### config.mk
export PLATFORM = sky130hd
export DESIGN_NAME = wormhole_out_arb
export DESIGN_NICKNAME = d
export VERILOG_FILES = /design/src/rtl/wormhole_out_arb_pkg.sv /design/src/rtl/wormhole_out_arb_rr_pick.sv /design/src/rtl/wormhole_out_arb.sv
export SDC_FILE = /design/constraint.sdc
export NUM_CORES = 1
export LEC_CHECK = 0
export BUFFER_PORTS_ARGS = -buffer_cell sky130_fd_sc_hd__buf_4
export CAP_MARGIN = 10
export CORE_UTILIZATION = 50
export DETAILED_ROUTE_END_ITERATION = 6
export GPL_TIMING_DRIVEN = 0
export PLACE_DENSITY = 0.8
export SYNTH_ARGS = -nofsm -noshare
export SYNTH_HDL_FRONTEND = slang
export SYNTH_SLANG_ARGS = --single-unit
### constraint.sdc
create_clock -name clk -period 12.8 [get_ports clk]
set_clock_uncertainty 0.15 [all_clocks]
set_input_delay 1.28 -clock clk [delete_from_list [all_inputs] [get_ports clk]]
set_output_delay 1.28 -clock clk [all_outputs]
set_load 0.01 [all_outputs]
### src/rtl/wormhole_out_arb_pkg.sv
// wormhole_out_arb_pkg: shared flit-type codes, router sizing and output-arbiter state type
package wormhole_out_arb_pkg;
  localparam int FLIT_LENGTH = 32;
  localparam int NUM_PORTS = 5;
  localparam int FLIT_TYPE_MSB = FLIT_LENGTH - 1;
  localparam int FLIT_TYPE_LSB = FLIT_LENGTH - 2;
  localparam logic [1:0] FLIT_TYPE_BODY = 2'b00;
  localparam logic [1:0] FLIT_TYPE_TAIL = 2'b01;
  localparam logic [1:0] FLIT_TYPE_HEAD = 2'b10;
  localparam logic [1:0] FLIT_TYPE_SINGLE = 2'b11;
  typedef enum logic {IDLE, LOCKED} state_t;
endpackage

### src/rtl/wormhole_out_arb_rr_pick.sv
// rr_pick: combinational round-robin picker, first request at or after ptr with wrap
module rr_pick #(
  parameter int N = 5,
  parameter int IW = N > 1 ? $clog2(N) : 1
) (
  input  logic [N-1:0]  req,
  input  logic [IW-1:0] ptr,
  output logic [N-1:0]  grant,
  output logic [IW-1:0] idx
);
  always_comb begin
    grant = '0;
    idx = '0;
    // scan from farthest to nearest so the closest request to ptr wins last
    for (int k = N - 1; k >= 0; k--) begin
      if (req[(int'(ptr) + k) % N]) begin
        grant = '0;
        grant[(int'(ptr) + k) % N] = 1'b1;
        idx = IW'((int'(ptr) + k) % N);
      end
    end
  end
endmodule

### src/rtl/wormhole_out_arb.sv
// wormhole_out_arb: wormhole output-port arbiter, round-robin head grant with lock until tail
module wormhole_out_arb
  import wormhole_out_arb_pkg::*;
#(
  parameter int NUM_IN = NUM_PORTS,
  parameter int FLIT_W = FLIT_LENGTH
) (
  input  logic                     clk,
  input  logic                     rst,
  input  logic [NUM_IN-1:0]        in_empty,
  input  logic [NUM_IN*FLIT_W-1:0] in_data,
  input  logic [NUM_IN-1:0]        in_req,
  output logic [NUM_IN-1:0]        in_pop,
  output logic [FLIT_W-1:0]        out_data,
  output logic                     out_valid,
  input  logic                     out_ready,
  output logic                     lock_busy,
  output logic                     proto_err
);
  localparam int IW = NUM_IN > 1 ? $clog2(NUM_IN) : 1;
  state_t state, state_n;
  logic [IW-1:0] owner, owner_n, rr_ptr, rr_n, pick_idx, sel_idx;
  logic [NUM_IN-1:0] elig, pick_grant;
  logic [FLIT_W-1:0] sel_data;
  logic [1:0] sel_type;
  logic slot_free, do_pop, err_set;

  function automatic logic [IW-1:0] wrap_inc(input logic [IW-1:0] i);
    return (int'(i) == NUM_IN - 1) ? '0 : i + 1'b1;
  endfunction

  // HEAD and SINGLE are exactly the types with the type MSB set
  always_comb begin
    elig = '0;
    for (int i = 0; i < NUM_IN; i++)
      elig[i] = ~in_empty[i] & in_req[i] & in_data[i*FLIT_W + FLIT_W - 1];
  end

  rr_pick #(.N(NUM_IN), .IW(IW)) u_pick (
    .req  (elig),
    .ptr  (rr_ptr),
    .grant(pick_grant),
    .idx  (pick_idx)
  );

  assign slot_free = ~out_valid | out_ready;
  assign lock_busy = state == LOCKED;

  always_comb begin
    sel_idx = lock_busy ? owner : pick_idx;
    sel_data = in_data[sel_idx*FLIT_W +: FLIT_W];
    sel_type = sel_data[FLIT_W-1 -: 2];
    do_pop = ~rst & slot_free & (lock_busy ? ~in_empty[owner] : |elig);
    in_pop = ~do_pop ? '0 : lock_busy ? NUM_IN'(1) << owner : pick_grant;
    state_n = state;
    owner_n = owner;
    rr_n = rr_ptr;
    err_set = 1'b0;
    if (do_pop && !lock_busy) begin
      state_n = sel_type == FLIT_TYPE_HEAD ? LOCKED : IDLE;
      owner_n = sel_type == FLIT_TYPE_HEAD ? pick_idx : owner;
      rr_n = sel_type == FLIT_TYPE_SINGLE ? wrap_inc(pick_idx) : rr_ptr;
    end
    if (do_pop && lock_busy) begin
      state_n = sel_type == FLIT_TYPE_TAIL ? IDLE : LOCKED;
      rr_n = sel_type == FLIT_TYPE_TAIL ? wrap_inc(owner) : rr_ptr;
      err_set = sel_type[1];
    end
  end

  always_ff @(posedge clk or posedge rst) begin
    if (rst) begin
      state <= IDLE;
      owner <= '0;
      rr_ptr <= '0;
      out_valid <= 1'b0;
      out_data <= '0;
      proto_err <= 1'b0;
    end else begin
      state <= state_n;
      owner <= owner_n;
      rr_ptr <= rr_n;
      out_valid <= do_pop | (out_valid & ~out_ready);
      if (do_pop) out_data <= sel_data;
      if (err_set) proto_err <= 1'b1;
    end
  end
endmodule

Word level (Yosys, flattened, before mapping)
Index checks and enable logic that the tools add are counted.
- add/sub/neg operators: 6
- divide/modulo/power cells: 5
- magnitude comparators: 11
- eq/ne operators: 6
- shifts and indexed selects: 2
- multiplexer cells: 52
- bitwise operators: 24
- reduce and logical (&&, ||, !) cells: 13
- operator list (cell ; count):
    >= comparator 32 x 1 -> 1 bit, second input constant ; 5
    less-than comparator 32 x 5 -> 1 bit, second input constant ; 5
    indexed part select 160 x 9 -> 32 bit ; 1
    modulo 32 x 4 -> 32 bit, second input constant ; 4
    2-to-1 mux 3 bit ; 12
    2-to-1 mux 5 bit ; 7
    modulo 4 x 4 -> 32 bit, second input constant ; 1
    2-to-1 mux 1 bit ; 22
    binary-select mux 1 bit (select 3 bit) ; 6
    demux 1 bit (select 3 bit) ; 5
    AND 1 bit ; 13
    NOT 1 bit ; 9
    adder 3 x 2 -> 4 bit, second input constant ; 2
    logical AND 1 bit ; 7
    adder 3 x 1 -> 3 bit, second input constant ; 2
    == test 3 bit, second input constant ; 2
    OR reduction 5 bit ; 1
    << shifter 1 x 3 -> 5 bit, first input constant ; 1
    adder 3 x 1 -> 4 bit, second input constant ; 1
    adder 3 x 3 -> 4 bit, second input constant ; 1
    == test 2 bit, second input constant ; 2
    less-than comparator 3 x 4 -> 1 bit, second input constant ; 1
    nonzero test 2 bit ; 2
    AND reduction 3 bit ; 1
    5 further kinds ; 6
- register bits: 41
- input port bits: 173
- word-level logic and storage cells: 125

Logic depth before layout (Yosys ltp)
- depth after elaboration: 17
- depth in mapped cells: 26

Hierarchy
A second synthesis with hierarchy kept.
- cell total of the unflattened synthesis: 644
- area total of the unflattened synthesis: 5547.8 sq um
- by module, submodules not included (module ; times used ; cells an instance ; area each (sq um) ; sequential area each (sq um)):
    wormhole_out_arb ; 1 ; 283 ; 3072.9 ; 1026.0
    rr_pick ; 1 ; 361 ; 2474.9 ; 0.0

Least setup slack after synthesis
No wires, ideal clock.
- kind: flip-flop to output port
- start: register rr_ptr[1]
- end: output port in_pop[4]
- arrival time: 5081 ps
- slack: 6289 ps
- cell stages (with the launch flop): 22
- buffers on the path: 2
- path through: dfrtp_1 buf_2 inv_1 ha_1 inv_1 ha_1 buf_2 inv_1 nand2_1 ha_1 or3b_1 a221o_1 o211ai_4 nor2_2 a2111oi_4 o221ai_2 or4_1 o32a_1 o21ai_1 a21oi_1 o211ai_1 and3_1
- longest elaborated chain between the ends: 13
- elaborated cells between the ends (all ways): 56
- classes of those cells: add/sub (4); div (5); order compare (10); mux (32); reduce/logical (5)
- ends and longest elaborated chain (item ; RTL line ; source):
    from (decl) ; wormhole_out_arb.sv:22 ; logic [IW-1:0] owner, owner_n, rr_ptr, rr_n, pick_idx, sel_idx;
    from (signal assigned) ; wormhole_out_arb.sv:82 ; rr_ptr <= rr_n;
    adder 3 x 3 -> 4 bit ; wormhole_out_arb_rr_pick.sv:16, wormhole_out_arb_rr_pick.sv:18 ;
    modulo 32 x 4 -> 32 bit ; wormhole_out_arb_rr_pick.sv:16, wormhole_out_arb_rr_pick.sv:18 ;
    >= comparator 32 x 1 -> 1 bit (implied by the code) or less-than comparator 32 x 5 -> 1 bit (tied branches) ; wormhole_out_arb_rr_pick.sv:18 ; grant[(int'(ptr) + k) % N] = 1'b1;
    logical AND 1 bit (implied by the code) ; wormhole_out_arb_rr_pick.sv:18 ;
    2-to-1 mux 1 bit (implied by the code) ; wormhole_out_arb_rr_pick.sv:18 ;
    demux 1 bit (select 3 bit) ; n/a ;
    2-to-1 mux 5 bit (4 in a row) ; wormhole_out_arb_rr_pick.sv:16 ; if (req[(int'(ptr) + k) % N]) begin
    2-to-1 mux 5 bit * ; wormhole_out_arb_rr_pick.sv:16 ;
    2-to-1 mux 5 bit * (2 in a row) ; wormhole_out_arb.sv:54 ; in_pop = ~do_pop ? '0 : lock_busy ? NUM_IN'(1) << owner : pick_grant;
    to (decl) ; wormhole_out_arb.sv:13 ; output logic [NUM_IN-1:0] in_pop,
Mark *: on every way between the ends. The rest lies on a longest branch, timed or not. The select of a mux whose other input is x is not followed.

Worst setup path in the final report
Same ends and word-level chain as after synthesis.

==> impl_summary.txt <==
----------------------------------------------------
[Floorplan]
  Number of placement rows ... 39
  Effective utilization at floorplan ... 0.5167
  DIE HEIGHT ... around 110 um
  Die footprint ... ~12,000 um2
  Number of top-level pins ... between 200 and 250
  Core ar. ... around 12,000 um2
  Die boundary width ... ~110 um

[Run status]
  Failing checks ... DRC
  Status ... finished with violations

[Synth]
  Count of state elements after synthesis ... ~40
  Most used flip-flop cell after synthesis ... dfrtp_1
  Post-Syn Instances ... slightly below 800
  Syn nets ... 975
  Seq/Total Area, Yosys ... 0.1724
  Number of enable flip-flop cells after synthesis ... 0
  Mean area per synthesized cell ... roughly 7.7 um2
  Share of async-settable or async-resettable flops after synthesis ... 1.000
  Synth unique cells ... between 90 and 100
  Synth Warn # ... 0
  Post-synth design cell area ... between 5000 and 6000 um2

[Detailed routing]
  Total detailed-routing wirelength ... roughly 21,000 um
  Number of detailed-route iterations in the first pass ... 7
  Per-cell via count in the routed design ... about 6.2
  Starting DRC count in detailed routing ... between 800 and 900
  Final antenna-violating net count ... 0
  DRC ... 8
  Wire length per cell ... between 15 and 20 um
  Via count ... between 7k and 8k

[Power]
  Switching power as a share of total power ... 0.5665
  Pwr dens ... between 300 and 400 nW/um2
  Worst vdd rail ir drop ... between 0.0001 and 0.00015 V
  Internal Pwr Total ... 1219 uW
  Combinational share of power ... 0.866
  Proportion of power drawn by the clock network ... 0.048
  Sequential share of power ... 0.086
  Leak ... slightly below 0.004 uW
  Sw power ... approximately 1600 uW

[GRT]
  GRT Util Overall ... 0.3383
  Total grt overflow ... 0
  Largest net degree at the start of global routing ... 42
  Number of antenna violations at the first check in global routing ... 0
  Vias in the first global route ... 6,474
  Wire length of the first global-routing pass ... ~33,000 um

[Place]
  Port buffer count ... between 200 and 250
  Routability Congestion ... about 0.97
  Placed Instance Area ... 7721 um2
  Post-detail-place hpwl ... 17,210 um
  Number of placed instances, taps included ... 1,124

[Worst setup path]
  Critical Path AT ... 6.73 ns
  Critical path capture point type ... primary output
  Worst Path Max Fanout ... 10
  Startpoint type of the worst setup path ... flop
  Required time worst endpoint ... around 11 ns
  Worst setup path class ... reg2out

[STA]
  Transition time at the pin with the least slew margin ... around 0.84 ns
  Final clock period utilization by the worst path ... 0.6373
  Peak clock frequency supported by timing ... around 120 MHz
  Final count of negative-setup-slack endpoints ... 0
  Hold Slack ... approximately 0.33 ns
  Final TNS setup ... 0 ns
  Final hold violations ... 0
  Worst relative slew slack ... 0.4390
  RSZ-0062 raised after global routing ... false
  Post-layout minimum cycle time ... 8.157 ns
  Final-report max-slew violation count ... 0

[Clocking]
  Clock tree root buffer cell ... clkbuf_16
  Clock buffer depth ... 2
  Setup fix buffers added after clock tree synthesis ... 0
  Count of hold buffers inserted by post-cts repair ... 0
  Clock sink total ... 41
  H-tree depth reported by CTS ... 2
  Clock tree from TritonCTS ... done
  # resized after CTS ... 0
  Clock latency of the later-clocked register in the worst-skew pair ... about 0.28 ns
  Number of buffers added by the clock tree synthesis step ... 5
  Worst-path clk slew ... 0.06 ns

[Hold path]
  Class of the worst hold path ... reg2reg

[Layout]
  Commonest non-fill, non-tap cell in the layout ... buf_4
  Final Cell Area ... about 7900 um2
  # nets final ... between 1k and 1.5k
  Antenna diode instance count ... 0
  Number of standard cells in the layout, taps in and fillers out ... about 1.1k
  Commonest cells after routing, fill and taps aside ... buf_4 (215), nand2_1 (139), mux2i_1 (73)
  Post-layout util ... 0.6845
  Proportion of layout cells with a drive suffix above 1 ... 0.2932
  Layout overhead on the synthesized area ... 32.46%

[Run]
  Number of max-capacitance violations reported ... 0

----------------------------------------------------
[metal layers]
metal | vias up | track usage | wire, um
met1 | 3274 | 0.4582 | 8945
met4 | 0 | 0.1099 | 603
met2 | 350 | 0.5631 | 10110
li1 | 3340 | - | -
met5 | - | 0 | 0
met3 | 44 | 0.03609 | 1522
[cells by family after synthesis]
logic type                 after synthesis  share of synthesized area
and+or+nand+nor                        284                     0.2338
AOI/OAI and AO/OA                      248                     0.3120
muxes                                   80                     0.1409
buffers and inverters                   76                    0.05866
DFF                                     41                     0.1724
adders and majority gates               33                    0.06939
xor gates and xnor gates                 7                    0.01283
[sequential cells by signal, summed over array words and instances, names as in the netlist]
| register | flops |
|---|---|
| out_data | 32 |
| owner | 3 |
| lock_busy | 1 |
| proto_err | 1 |
| rr_ptr | 3 |
| out_valid | 1 |
[cells in the mapped netlist (5+ instances only)]
master    instances  area share
nor2b_1           8      0.0084
nand4_1           9      0.0095
and3b_1           6      0.0088
a31oi_1          15       0.016
buf_2            12       0.010
a21o_1            7      0.0088
mux2i_1          73        0.12
o21ai_0          60       0.050
nand3b_1          9       0.011
o22ai_1           5      0.0053
inv_1            25       0.016
o21ai_1           5      0.0042
a211oi_1          6      0.0076
nand2_1         139       0.088
a32oi_1          32       0.047
or4_1             5      0.0063
o211ai_1          9       0.011
nor2_1           37       0.023
nand3_1          18       0.015
ha_1             33       0.069
or2_2             5      0.0053
a21oi_1          30       0.025
a22oi_1           5      0.0063
dfrtp_1          41        0.17
buf_6             5      0.0095
nand2b_1          6      0.0063
clkbuf_1         28       0.018
nor3_1           10      0.0084
and2_1            7      0.0074
o31ai_1           7      0.0088
[per-stage QoR]
step	total power, uW	setup slack, ns
floorplan	1998	6.289
global placement	2576	5.213
detailed placement	2600	5.123
CTS	2753	4.823
global route	3038	4.213
finish	2812	4.643
[critical path: stages, from the launching register on]
cell and delay (ns):
dfrtp_1 0.49, buf_2 0.24, inv_1 0.31, ha_1 0.41, inv_1 0.18, ha_1 0.34
buf_2 0.20, inv_1 0.23, nand2_1 0.09, ha_1 0.34, nor2b_1 0.36, nor3_1 0.08
a211oi_1 0.44, nand2_1 0.25, a2111oi_4 0.51, o221ai_2 0.22, or4_1 0.56, o32a_1 0.30
o21ai_1 0.15, a21oi_1 0.09, o211ai_1 0.24, and3_1 0.26, buf_4 0.14
[power groups by stage]
stage	Clock [uW]	Sequential [uW]	Combinational, uW
2_1_floorplan	0	257	1740
3_3_place_gp	0	244	2330
3_5_place_dp	0	244	2360
4_1_cts	135	242	2370
5_1_grt	141	251	2650
6_report	134	242	2430
[layout make-up]
cell class	instances	area, um2
Multi-Input combinational cell	652	4576
Fill cell	999	3633
Timing Repair Buffer	212	1592
Sequential cell	41	1026
Buffer	48	244.0
Tap cell	143	178.9
Clock buffer	7	152.6
Inverter	28	105.1
Clock inverter	1	8.758
[path summary, 6_finish.rpt]
path | startpoint | cells past startpoint | slack, ns | end
max | rr_ptr[1]$_DFFE_PP0P_ | 22 | 4.64 | in_pop[4]
min | out_data[29]$_DFFE_PP0P_ | 2 | 0.33 | out_data[29]$_DFFE_PP0P_
max reg2reg | rr_ptr[1]$_DFFE_PP0P_ | 21 | 5.91 | out_data[10]$_DFFE_PP0P_
min reg2reg | out_data[29]$_DFFE_PP0P_ | 2 | 0.33 | out_data[29]$_DFFE_PP0P_
max in group asynchronous | rst | 2 | 10.91 | out_valid$_DFF_PP0_
min in group asynchronous | rst | 2 | 1.05 | owner[2]$_DFFE_PP0P_
(Power assumes the default switching activity.)
